--- src/rtl/cmd_init_sequencer_pkg.sv ---
// Shared types and defaults for the command-stream init sequencer.
package cmd_init_sequencer_pkg;

  typedef enum logic {
    INIT = 1'b0,
    PASS = 1'b1
  } state_t;

  localparam logic [31:0] INIT_CODE_PREAMBLE = 32'hF100_0000;
  localparam logic [31:0] INIT_CODE_RESET    = 32'hF000_0000;
  localparam logic [63:0] DEFAULT_INIT_CODES = {INIT_CODE_PREAMBLE, INIT_CODE_RESET};

  // Index must be able to hold NUM_INIT itself (the "sequence exhausted" value).
  function automatic int unsigned idx_width(input int unsigned n);
    return (n < 1) ? 1 : $clog2(n + 1);
  endfunction

endpackage

--- src/rtl/cmd_init_sequencer_fifo.sv ---
// Synchronous power-of-2 FIFO buffering upstream commands; no pop-through at full.
module cmd_fifo #(
  parameter int unsigned WIDTH = 32,
  parameter int unsigned DEPTH = 4
) (
  input  logic             clk,
  input  logic             rst,
  input  logic             push,
  input  logic [WIDTH-1:0] din,
  input  logic             pop,
  output logic [WIDTH-1:0] dout,
  output logic             full,
  output logic             empty
);

  localparam int unsigned AW = $clog2(DEPTH);
  localparam int unsigned CW = AW + 1;

  logic [WIDTH-1:0] mem [DEPTH];
  logic [AW-1:0]    wr_ptr;
  logic [AW-1:0]    rd_ptr;
  logic [CW-1:0]    count;
  logic             do_push;
  logic             do_pop;

  assign full    = (count == CW'(DEPTH));
  assign empty   = (count == '0);
  assign do_push = push & ~full;
  assign do_pop  = pop & ~empty;
  assign dout    = mem[rd_ptr];

  always_ff @(posedge clk) begin
    if (do_push) mem[wr_ptr] <= din;
  end

  always_ff @(posedge clk) begin
    if (rst) begin
      wr_ptr <= '0;
      rd_ptr <= '0;
      count  <= '0;
    end else begin
      if (do_push) wr_ptr <= wr_ptr + 1'b1;
      if (do_pop)  rd_ptr <= rd_ptr + 1'b1;
      case ({do_push, do_pop})
        2'b10:   count <= count + 1'b1;
        2'b01:   count <= count - 1'b1;
        default: count <= count;
      endcase
    end
  end

endmodule

--- src/rtl/cmd_init_sequencer.sv ---
// Command-stream head: emits INIT_CODES after reset, then forwards buffered upstream words.
// Optional replay port enabled by defining CMD_INIT_SEQ_REPLAY_EN.
module cmd_init_sequencer
  import cmd_init_sequencer_pkg::*;
#(
  parameter int unsigned                WIDTH      = 32,
  parameter int unsigned                NUM_INIT   = 2,
  parameter logic [NUM_INIT*WIDTH-1:0]  INIT_CODES = DEFAULT_INIT_CODES,
  parameter int unsigned                DEPTH      = 4
) (
  input  logic             clk,
  input  logic             rst,
  input  logic             cmd_in_valid,
  output logic             cmd_in_ready,
  input  logic [WIDTH-1:0] cmd_in,
  input  logic             cmd_out_ready,
  output logic             cmd_out_valid,
  output logic [WIDTH-1:0] cmd_out,
  output logic             busy
`ifdef CMD_INIT_SEQ_REPLAY_EN
  ,
  input  logic             replay
`endif
);

  localparam int unsigned    IW   = idx_width(NUM_INIT);
  localparam logic [IW-1:0]  LAST = IW'(NUM_INIT - 1);

  state_t           state, state_nxt;
  logic [IW-1:0]    idx, idx_nxt;
  logic             valid_nxt;
  logic [WIDTH-1:0] out_nxt;
  logic [WIDTH-1:0] init_word;
  logic             ld;
  logic             from_init;
  logic             replay_req;
  logic             fifo_pop;
  logic             fifo_full;
  logic             fifo_empty;
  logic [WIDTH-1:0] fifo_dout;

`ifdef CMD_INIT_SEQ_REPLAY_EN
  assign replay_req = replay & (state == PASS);
`else
  assign replay_req = 1'b0;
`endif

  assign ld           = ~cmd_out_valid | cmd_out_ready;
  assign from_init    = (state == INIT) && (idx <= LAST);
  assign cmd_in_ready = ~fifo_full;
  assign busy         = (state == INIT);

  cmd_fifo #(
    .WIDTH (WIDTH),
    .DEPTH (DEPTH)
  ) u_fifo (
    .clk   (clk),
    .rst   (rst),
    .push  (cmd_in_valid),
    .din   (cmd_in),
    .pop   (fifo_pop),
    .dout  (fifo_dout),
    .full  (fifo_full),
    .empty (fifo_empty)
  );

  always_comb begin
    init_word = '0;
    for (int unsigned i = 0; i < NUM_INIT; i++) begin
      if (idx == IW'(i)) init_word = INIT_CODES[i*WIDTH +: WIDTH];
    end
  end

  always_ff @(posedge clk) begin
    if (rst) begin
      state         <= INIT;
      idx           <= IW'(1);
      cmd_out_valid <= 1'b1;
      cmd_out       <= INIT_CODES[WIDTH-1:0];
    end else begin
      state         <= state_nxt;
      idx           <= idx_nxt;
      cmd_out_valid <= valid_nxt;
      cmd_out       <= out_nxt;
    end
  end

  // Index past the table (NUM_INIT = 1 after reset) means the init run is already complete.
  always_comb begin
    state_nxt = state;
    idx_nxt   = idx;
    if (replay_req) begin
      state_nxt = INIT;
      idx_nxt   = '0;
    end else if (ld && state == INIT) begin
      if (from_init) begin
        idx_nxt = idx + 1'b1;
        if (idx == LAST) state_nxt = PASS;
      end else begin
        state_nxt = PASS;
      end
    end
  end

  // On a replay edge the current word may retire, but nothing new loads until INIT resumes.
  always_comb begin
    valid_nxt = cmd_out_valid;
    out_nxt   = cmd_out;
    fifo_pop  = 1'b0;
    if (replay_req) begin
      if (ld) valid_nxt = 1'b0;
    end else if (ld) begin
      if (from_init) begin
        out_nxt   = init_word;
        valid_nxt = 1'b1;
      end else if (!fifo_empty) begin
        out_nxt   = fifo_dout;
        valid_nxt = 1'b1;
        fifo_pop  = 1'b1;
      end else begin
        valid_nxt = 1'b0;
      end
    end
  end

endmodule
--- config.mk ---
export PLATFORM = sky130hd
export DESIGN_NAME = cmd_init_sequencer
export DESIGN_NICKNAME = d
export VERILOG_FILES = /design/src/rtl/cmd_init_sequencer_pkg.sv /design/src/rtl/cmd_init_sequencer_fifo.sv /design/src/rtl/cmd_init_sequencer.sv
export SDC_FILE = /design/constraint.sdc
export NUM_CORES = 1
export LEC_CHECK = 0
export CAP_MARGIN = 0
export CORE_ASPECT_RATIO = 0.5
export CORE_MARGIN = 2
export CORE_UTILIZATION = 56
export CTS_CLUSTER_DIAMETER = 40
export DETAILED_ROUTE_END_ITERATION = 16
export GPL_TIMING_DRIVEN = 0
export PLACE_DENSITY = 0.85
export SLEW_MARGIN = 20
export SYNTH_ARGS = -nofsm -noshare
export SYNTH_HDL_FRONTEND = slang
export SYNTH_SLANG_ARGS = --single-unit
--- constraint.sdc ---
create_clock -name clk -period 3.5 [get_ports clk]
set_clock_uncertainty 0.2 [all_clocks]
set_input_delay 0.7 -clock clk [delete_from_list [all_inputs] [get_ports clk]]
set_output_delay 0.7 -clock clk [all_outputs]
set_load 0.005 [all_outputs]
Yosys cells after proc, flatten, opt, wreduce, memory -nomap -nowiden
Memories as Yosys holds them, arrays and structs flattened. A register that Yosys moved wholly into a read port is not among the register bits.
Cells that the tools add are included.
Word-level totals
  register bits: 43
  memory bits (writable): 128
  input port bits: 36
  output and inout port bits: 35
  logic and storage cells: 50
  memories: 1
Cells by class
  add/subtract/negate cells: 5
  $lt $le $gt $ge: 1
  equal/unequal tests: 6
  mux-type cells: 15
  bitwise gates (word level): 7
  reduce and logical (&&, ||, !) cells: 8
Memory list
  u_fifo.mem: depth 4, width 32, rd ports 1, clocked after Yosys merged registers in 1, write ports 1, line cmd_init_sequencer_fifo.sv:19  | logic [WIDTH-1:0] mem [DEPTH];
Operators by type and width (number)
  $mux W32: 4
  $mux W1: 8
  $add A2 B1 Y2 const B: 3
  $pmux W3 S2: 1
  $reduce_and A2 Y1: 3
  $eq A2 B1 Y1 const B: 2
  $mux W2: 2
  $not A1 Y1: 4
  $add A3 B1 Y3 const B: 1
  $eq A3 B3 Y1 const B: 1
  $logic_not A3 Y1: 1
  $sub A3 B1 Y3 const B: 1
  $and A1 B1 Y1: 2
  $eq A2 B2 Y1 const B: 1
  $le A2 B1 Y1 const B: 1
  $logic_and A1 B1 Y1: 2
  $logic_not A2 Y1: 1
  $ne A2 B1 Y1 const B: 1
  $ne A2 B2 Y1 const B: 1
  $reduce_bool A2 Y1: 1
  $or A1 B1 Y1: 1

Logic depth before layout (Yosys ltp)
  word-level depth: 7
  mapped depth: 11
  depth with buffers taken out: 10

Cells and area by module
Synthesis repeated with hierarchy kept, for this count alone.
Second synthesis, totals
  cells, all modules: 399
  area, all modules: 6852.8 sq um
By module, submodules not included
  cmd_fifo: times used 1, cells an instance 221, area each 5143.7 sq um, sequential area each 4023.9 sq um
  cmd_init_sequencer: times used 1, cells an instance 178, area each 1709.1 sq um, sequential area each 720.7 sq um

Least setup slack after synthesis
No wires, ideal clock.
  path type: register to register
  start point: register idx[1]
  end point: register u_fifo.count[2]
  setup time: 0.070 ns
  data arrival time: 2.608 ns
  required time: 3.230 ns
  path slack: 0.621 ns
  cell stages (with the launch flop): 12
  path buffers: 1
  period minus slack after synthesis: 2.879 ns
  cell sequence: dfxtp_1 > inv_1 > ha_1 > nand2b_4 > a211oi_4 > buf_2 > ha_1 > inv_1 > fa_1 > xor2_1 > or3_1 > a21oi_1
On the way
  longest elaborated chain between the ends: 7
  elaborated cells between the ends (all ways): 9
  classes of those cells: order compare (1); eq/ne (2); mux (3); bitwise (1); reduce/logical (2)
Ends and longest elaborated chain
  from (decl): line cmd_init_sequencer.sv:30  | logic [IW-1:0] idx, idx_nxt;
  from (signal assigned): line cmd_init_sequencer.sv:82  | idx <= idx_nxt;
  $le A2 B1 Y1 (*): line cmd_init_sequencer.sv:49  | assign from_init = (state == INIT) && (idx <= LAST);
  $logic_and A1 B1 Y1 (*): line cmd_init_sequencer.sv:49
  $mux W1 (*): line cmd_init_sequencer.sv:113  | if (from_init) begin
  $mux W1 (*): line cmd_init_sequencer.sv:112  | end else if (ld) begin
  $and A1 B1 Y1 (*): line cmd_init_sequencer_fifo.sv:29  | assign do_pop = pop & ~empty;
  via u_fifo.do_pop: line cmd_init_sequencer_fifo.sv:24  | logic do_pop;
  $eq A2 B1 Y1 or $eq A2 B2 Y1 (tied branches): line cmd_init_sequencer_fifo.sv:44  | case ({do_push, do_pop})
  $pmux W3 S2 or $reduce_bool A2 Y1 (tied branches)
  to (signal assigned): line cmd_init_sequencer_fifo.sv:45  | 2'b10: count <= count + 1'b1;
  to (signal assigned): line cmd_init_sequencer_fifo.sv:46  | 2'b01: count <= count - 1'b1;
  to (signal assigned): line cmd_init_sequencer_fifo.sv:47  | default: count <= count;
  to (decl): line cmd_init_sequencer_fifo.sv:22  | logic [CW-1:0] count;
Mark *: on every way through the listed nets, which the timed path passes. The rest lies on a longest branch.
A chain may end at the register's enable or synchronous reset.

Final worst setup path
Ends and elaborated chain as after synthesis.

==> metrics.txt <==
GRT Util Overall 21.6%; first-pass GRT wire length 19300 um; Worst VDD drop 0.391 mV; Gate Count Post-Synth 376; Final Max Tran Viols 0; DR vias 3497; Synth Warn # 0; total congestion overflow 0; fraction of registers with async set/reset 0%; Slew @ Worst Pin 0.706 ns; Clk pwr share 38.6%; Synth area leaders edfxtp_1, dfxtp_1, mux4_2, a21oi_1, o21ai_0; design area 0.00808 mm2; drt wl/cell 19.3 um; initial antenna violation count 0; RSZ-0062 raised after global routing no; Core Util, Final 72.7%; WP data required 3.65 ns; Residual DRC 0; dominant synthesized flop cell edfxtp_1; initial core utilization 58.1%; synth-to-layout area growth 25.2%; CP Capture Type register; ANT nets after route 0; CTS tree built; P_leak 2.65 nW; post-synthesis net count 420; TritonRoute pass-1 iters 5; Int Power 3.95 mW; Clock Path Buffers 2; I/O Buffers 69; Max-Cap Viols 0; clock sinks 173; switching power 1.20 mW; nets 513; Die H 79.9 um; HPWL reported at the end of detailed placement 7690 um; status complete, no violations; root buffer cell clkbuf_16; Post-CTS Hold Buffers 0; Total Wirelength 12100 um; # fillers 656; startpoint type of the worst setup path register; Arr. time, crit path 3.26 ns; most common cell in the netlist edfxtp_1; hold crit path type reg -> reg; Max-slew headroom 53.0%; number of buffers created by CTS 17; overall die width 156 um; Slowest-stage cell, CP dfxtp_1; EDFF count, synth 128; initial drt markers 265; combinational share of power 14.1%; vias in the first global route 3676; post-synth top area share 59.5%; Sum Neg Setup Slack 0 ns; pin count of the biggest net entering global routing 22; core area 0.0111 mm2; top cells by count, synth edfxtp_1, dfxtp_1, a21oi_1, mux4_2, nand2_1; CP top delay family adder cells; Sw Ratio 23.3%; sequential area share after synthesis 73.5%; Syn Std Cell Area 0.00646 mm2; Crit Path Max Fanout 10; Buf+Inv Stages, Crit Path 3; Pwr Density 638 mW/mm2; Worst Setup Path Type reg -> reg; full die area 0.0125 mm2; Period minus WS final 3.11 ns; Placed Area 0.00744 mm2; count of different cell masters after synthesis 38; gp weighted congestion 0.754; Avg Synthesized Cell Area 17.2 um2; crit path cell chain inv_1 -> ha_1 -> nand2b_4 -> a211oi_4 -> buf_2 -> ha_1 -> inv_1 -> fa_1 -> xor2_1 -> or3_1 -> a21oi_1; H-Tree Depth 4; number of diodes 0; Clock Latency Late Sink 0.42 ns; share of layout cells above drive strength 1 18.0%; final-layout worst hold slack 0.276 ns; Sequential Power Share 47.3%; area leader, netlist edfxtp_1; row count 27; clock transition at the registers of the reported paths 0.06 ns; crit-path max cell delay 0.44 ns; Synth Register Bits 173; post-CTS sizing 0; post-route clock period utilization 88.8%; detail-routed via count per cell 5.58; Final setup viols 0; I/O pin total 71; Peak Freq 322 MHz; final hold viol count 0
-- flip-flops by register name, summed over array words and instances, names as in the netlist, named ones only --
signal	count
u_fifo.wr_ptr	2
u_fifo.rd_ptr	2
cmd_out_valid	1
state	1
u_fifo.count	3
idx	2
u_fifo.mem	128
cmd_out	32
-- worst reg2reg max path: stages (launching register included) --
cell and delay, ns:
dfxtp_1 0.44, inv_1 0.10, ha_1 0.25, nand2b_4 0.18, a211oi_4 0.26, buf_2 0.30, ha_1 0.23, inv_1 0.06
fa_1 0.38, xor2_1 0.17, or3_1 0.32, a21oi_1 0.16
-- layout by cell type (no fill, tap or decap), drive strengths merged, types with 7 or more instances in the layout --
cell,n
edfxtp,128
clkdlybuf4s50,69
dfxtp,45
a21oi,32
mux4,32
nand2,30
o21ai,29
clkbuf,29
buf,16
inv,12
nor2,8
ha,7
-- per-stage QoR --
stage | power (mW) | setup slack (ns) | instances
final | 5.15 | 0.392 | 627
after global routing | 5.34 | 0.227 | 627
after CTS | 5.19 | 0.158 | 626
after detailed placement | 3.20 | -0.0828 | 594
after global placement | 3.15 | -0.0798 | 590
after floorplan | 2.91 | 0.621 | 376
-- worst paths after layout --
path | cells after the start | slack [ns] | to | startpoint
setup / recovery | 11 | 0.39 | u_fifo.count[2] | idx[1]
hold / removal | 2 | 0.28 | cmd_out[27] | cmd_out[27]
setup reg to reg | 11 | 0.39 | u_fifo.count[2] | idx[1]
hold reg to reg | 2 | 0.28 | cmd_out[27] | cmd_out[27]
-- power by group through the flow --
stage               logic, mW  clock network, mW  registers [mW]
finish                  0.727               1.99            2.44
global route            0.795               2.10            2.45
CTS                     0.731               2.02            2.44
detailed placement      0.722                  0            2.48
global placement        0.679                  0            2.47
floorplan               0.438                  0            2.47
-- timing repair --
item	in CTS	in global routing
setup endpoints to repair	0	1
hold endpoints to repair	0	0
buffers inserted	0	1
-- final cells by class --
type	instances	area (um2)	area share, %
plain buffers	21	118	1.46
clock buffers	19	443	5.48
clock inverters	13	188	2.32
inverters	10	37.5	0.464
multi-input cells	172	1560	19.3
flip-flops and latches	173	4740	58.7
well taps	145	181	2.24
repair buffers	74	808	10.0
-- kinds of logic (layout without fill, tap and decap cells) --
kind of cell | count (synthesis) | after routing | synth area share [%]
multiplexers | 33 | 33 | 11.3
buffers and inverters | 31 | 137 | 2.40
adder cells (fa/ha/maj) | 8 | 8 | 1.67
flip-flops | 173 | 173 | 73.5
AND/OR/NAND/NOR | 54 | 54 | 3.97
AO/OA/AOI/OAI | 72 | 72 | 6.47
XOR/XNOR | 5 | 5 | 0.678
-- layer usage --
layer | share of wire, % | up-vias | track usage (%)
li1 | - | 1637 | -
met2 | 49 | 93 | 36.2
met4 | 1.2 | 0 | 7.52
met3 | 5.3 | 13 | 6.73
met1 | 44 | 1754 | 27.1
met5 | 0 | - | 0
Note: power is estimated with default switching activity, not from simulation.
==> patch: new RTL, config.mk and constraints unchanged <==
`DEPTH` is set to 4 in 2 places; all go to 8.
--- a/src/rtl/cmd_init_sequencer_fifo.sv
+++ b/src/rtl/cmd_init_sequencer_fifo.sv
@@ -1,7 +1,7 @@
 // Synchronous power-of-2 FIFO buffering upstream commands; no pop-through at full.
 module cmd_fifo #(
   parameter int unsigned WIDTH = 32,
-  parameter int unsigned DEPTH = 4
+  parameter int unsigned DEPTH = 8
 ) (
   input  logic             clk,
   input  logic             rst,
--- a/src/rtl/cmd_init_sequencer.sv
+++ b/src/rtl/cmd_init_sequencer.sv
@@ -6,7 +6,7 @@
   parameter int unsigned                WIDTH      = 32,
   parameter int unsigned                NUM_INIT   = 2,
   parameter logic [NUM_INIT*WIDTH-1:0]  INIT_CODES = DEFAULT_INIT_CODES,
-  parameter int unsigned                DEPTH      = 4
+  parameter int unsigned                DEPTH      = 8
 ) (
   input  logic             clk,
   input  logic             rst,
Function: no difference found for any inputs over 4 cycles, from zero or initial values and one cycle with rst high; that may be too few to reach the edited logic, so the function may still have changed.
==> patch against the original RTL <==
Critical path type unchanged. Highest routed layer unchanged. Area after synthesis grew 78%. Worst setup slack lost 0.066 ns. Sequential power is 71% higher. Non-clock buffer count is 23 higher. Cell count is 56% higher. Routed wire length is 120% higher. Design area is 71% higher. Sequential cell count increased by 132. Power grew 57%. Largest power group unchanged.
==> patch: results (changes against the original RTL) <==
initial antenna violation count 1 (was 0); hpwl dp 15000 um (was 7690 um); H-tree depth 1 (was 4); Reg clk slew, reported paths roughly 0.070 ns; Post-Route WL 26500 um (was 12100 um); list of most frequent post-synthesis cells edfxtp_1, mux4_2, dfxtp_1 (was edfxtp_1, dfxtp_1, a21oi_1, mux4_2, nand2_1); Final #Nets 723 (was 513); port bufs 69 (unchanged); register area share after synthesis 0.753 (was 0.735); Yosys Warn Count 0 (unchanged); worst-margin pin slew 0.898 ns (was 0.706 ns); starting DRC count in detailed routing 752 (was 265); Crit-path slowest cell or3_1 (was dfxtp_1); maximum VDD drop 349 uV (was 391 uV); CTS max path bufs 3 (was 2); global-route wire length before repair 39100 um (was 19300 um); Post-synth ARST share 0 (unchanged); Yosys cell types 40 (was 38); Placer Congestion 0.737 (was 0.754); vias in the first global route 6285 (was 3676); Fill cells 1176 (was 656); Synth Instances 558 (was 376); worst path arrival time 3.40 ns (was 3.26 ns); Cells after DPL 922 (was 594); total track usage 0.249 (was 0.216); top flop regs u_fifo.mem (256), cmd_out (32), u_fifo.count (4) (was u_fifo.mem (128), cmd_out (32), u_fifo.count (3)); latest clock arrival within the worst-skew pair 0.55 ns (was 0.42 ns); TritonCTS Buffers 29 (was 17); min-delay src cmd_out[30] (was cmd_out[27]); postcts setup bufs 0 (unchanged); CTS root buffer clkbuf_16 (unchanged); share of layout cells above drive strength 1 0.267 (was 0.180); static leakage 4.51 nW (was 2.65 nW); status completed (unchanged); Worst Path Max Fanout 7 (was 10); top post-synthesis cells by area edfxtp_1, mux4_2, dfxtp_1 (was edfxtp_1, dfxtp_1, mux4_2); CTS resizes 0 (unchanged); largest net degree at the start of global routing 19 (was 22); vias 6051 (was 3497); syn_nets 601 (was 420); EDFF count, synth 256 (was 128); Routed wire per std cell 27.1 um (was 19.3 um); Synth Flop Type edfxtp_1 (unchanged)
patch: cell count changes after synthesis, sizes merged, moves of 5 or more:
cell    unedited run  this run
a21oi             32        10
a22o               0        27
buf               11        19
edfxtp           128       256
inv               10         5
mux2               0        27
mux2i              1        10
mux4              32        62
nand2             30        10
nand3              0         5
nor2               8        16
o21ai             29         8
patch: cell type report:
type / count / area share
inverters: 5 / 0.00136
plain buffers: 27 / 0.0133
clock buffers: 32 / 0.0547
clock inverters: 22 / 0.0141
well taps: 273 / 0.0247
flip-flops and latches: 305 / 0.626
repair buffers: 91 / 0.0692
multi-input cells: 221 / 0.196
diodes: 1 / 0.000181
patch: per-layer routing:
metal / wire, um / GRT usage / part of all wire
met1: 10200 / 0.344 / 0.39
met2: 13000 / 0.398 / 0.49
met3: 2370 / 0.0529 / 0.089
met4: 919 / 0.0932 / 0.035
met5: 0 / 0 / 0
patch: worst max-delay path, delay by kind of cell, from the launching register on:
kind / cells / cell delay (ns)
flip-flops: 1 / 0.37
AND/OR/NAND/NOR: 5 / 1.20
AO/OA/AOI/OAI: 2 / 0.23
XOR/XNOR: 1 / 0.18
buffers and inverters: 3 / 0.42
adder cells (fa/ha/maj): 2 / 0.46
patch: final timing paths:
check,endpoint,slack (ns),cells after the start
setup / recovery,u_fifo.count[3],0.33,13
hold / removal,cmd_out[30],0.28,2
setup reg to reg,u_fifo.count[3],0.33,13
hold reg to reg,cmd_out[30],0.28,2
patch: metrics by stage:
step | TNS (ns) | setup WS (ns) | hold slack, ns | area, sq um
after floorplan | -29.53 | -0.308 | 0.254 | 11500
after global placement | -493.90 | -3.02 | 0.259 | 12600
after detailed placement | 0 | 0.0154 | 0.265 | 12900
after CTS | 0 | 0.360 | 0.287 | 13800
after global routing | 0 | 0.0867 | 0.312 | 13800
final | 0 | 0.325 | 0.281 | 13800
patch: logic make-up (layout without fill, tap and decap cells):
logic type,after synthesis,after routing,share of synthesized area
xor gates and xnor gates,9,9,0.00685
buffers and inverters,32,177,0.0176
DFF,305,305,0.753
muxes,99,99,0.157
other,0,1,0
AOI/OAI and AO/OA,51,51,0.0323
and+or+nand+nor,55,55,0.0255
adders and majority gates,7,7,0.00761
patch: power breakdown:
group | internal (mW) | total, mW | switching, mW
Combinational | 0.388 | 0.816 | 0.429
Sequential | 4.10 | 4.18 | 0.0820
Clock | 1.73 | 3.12 | 1.39
Total | 6.21 | 8.11 | 1.90
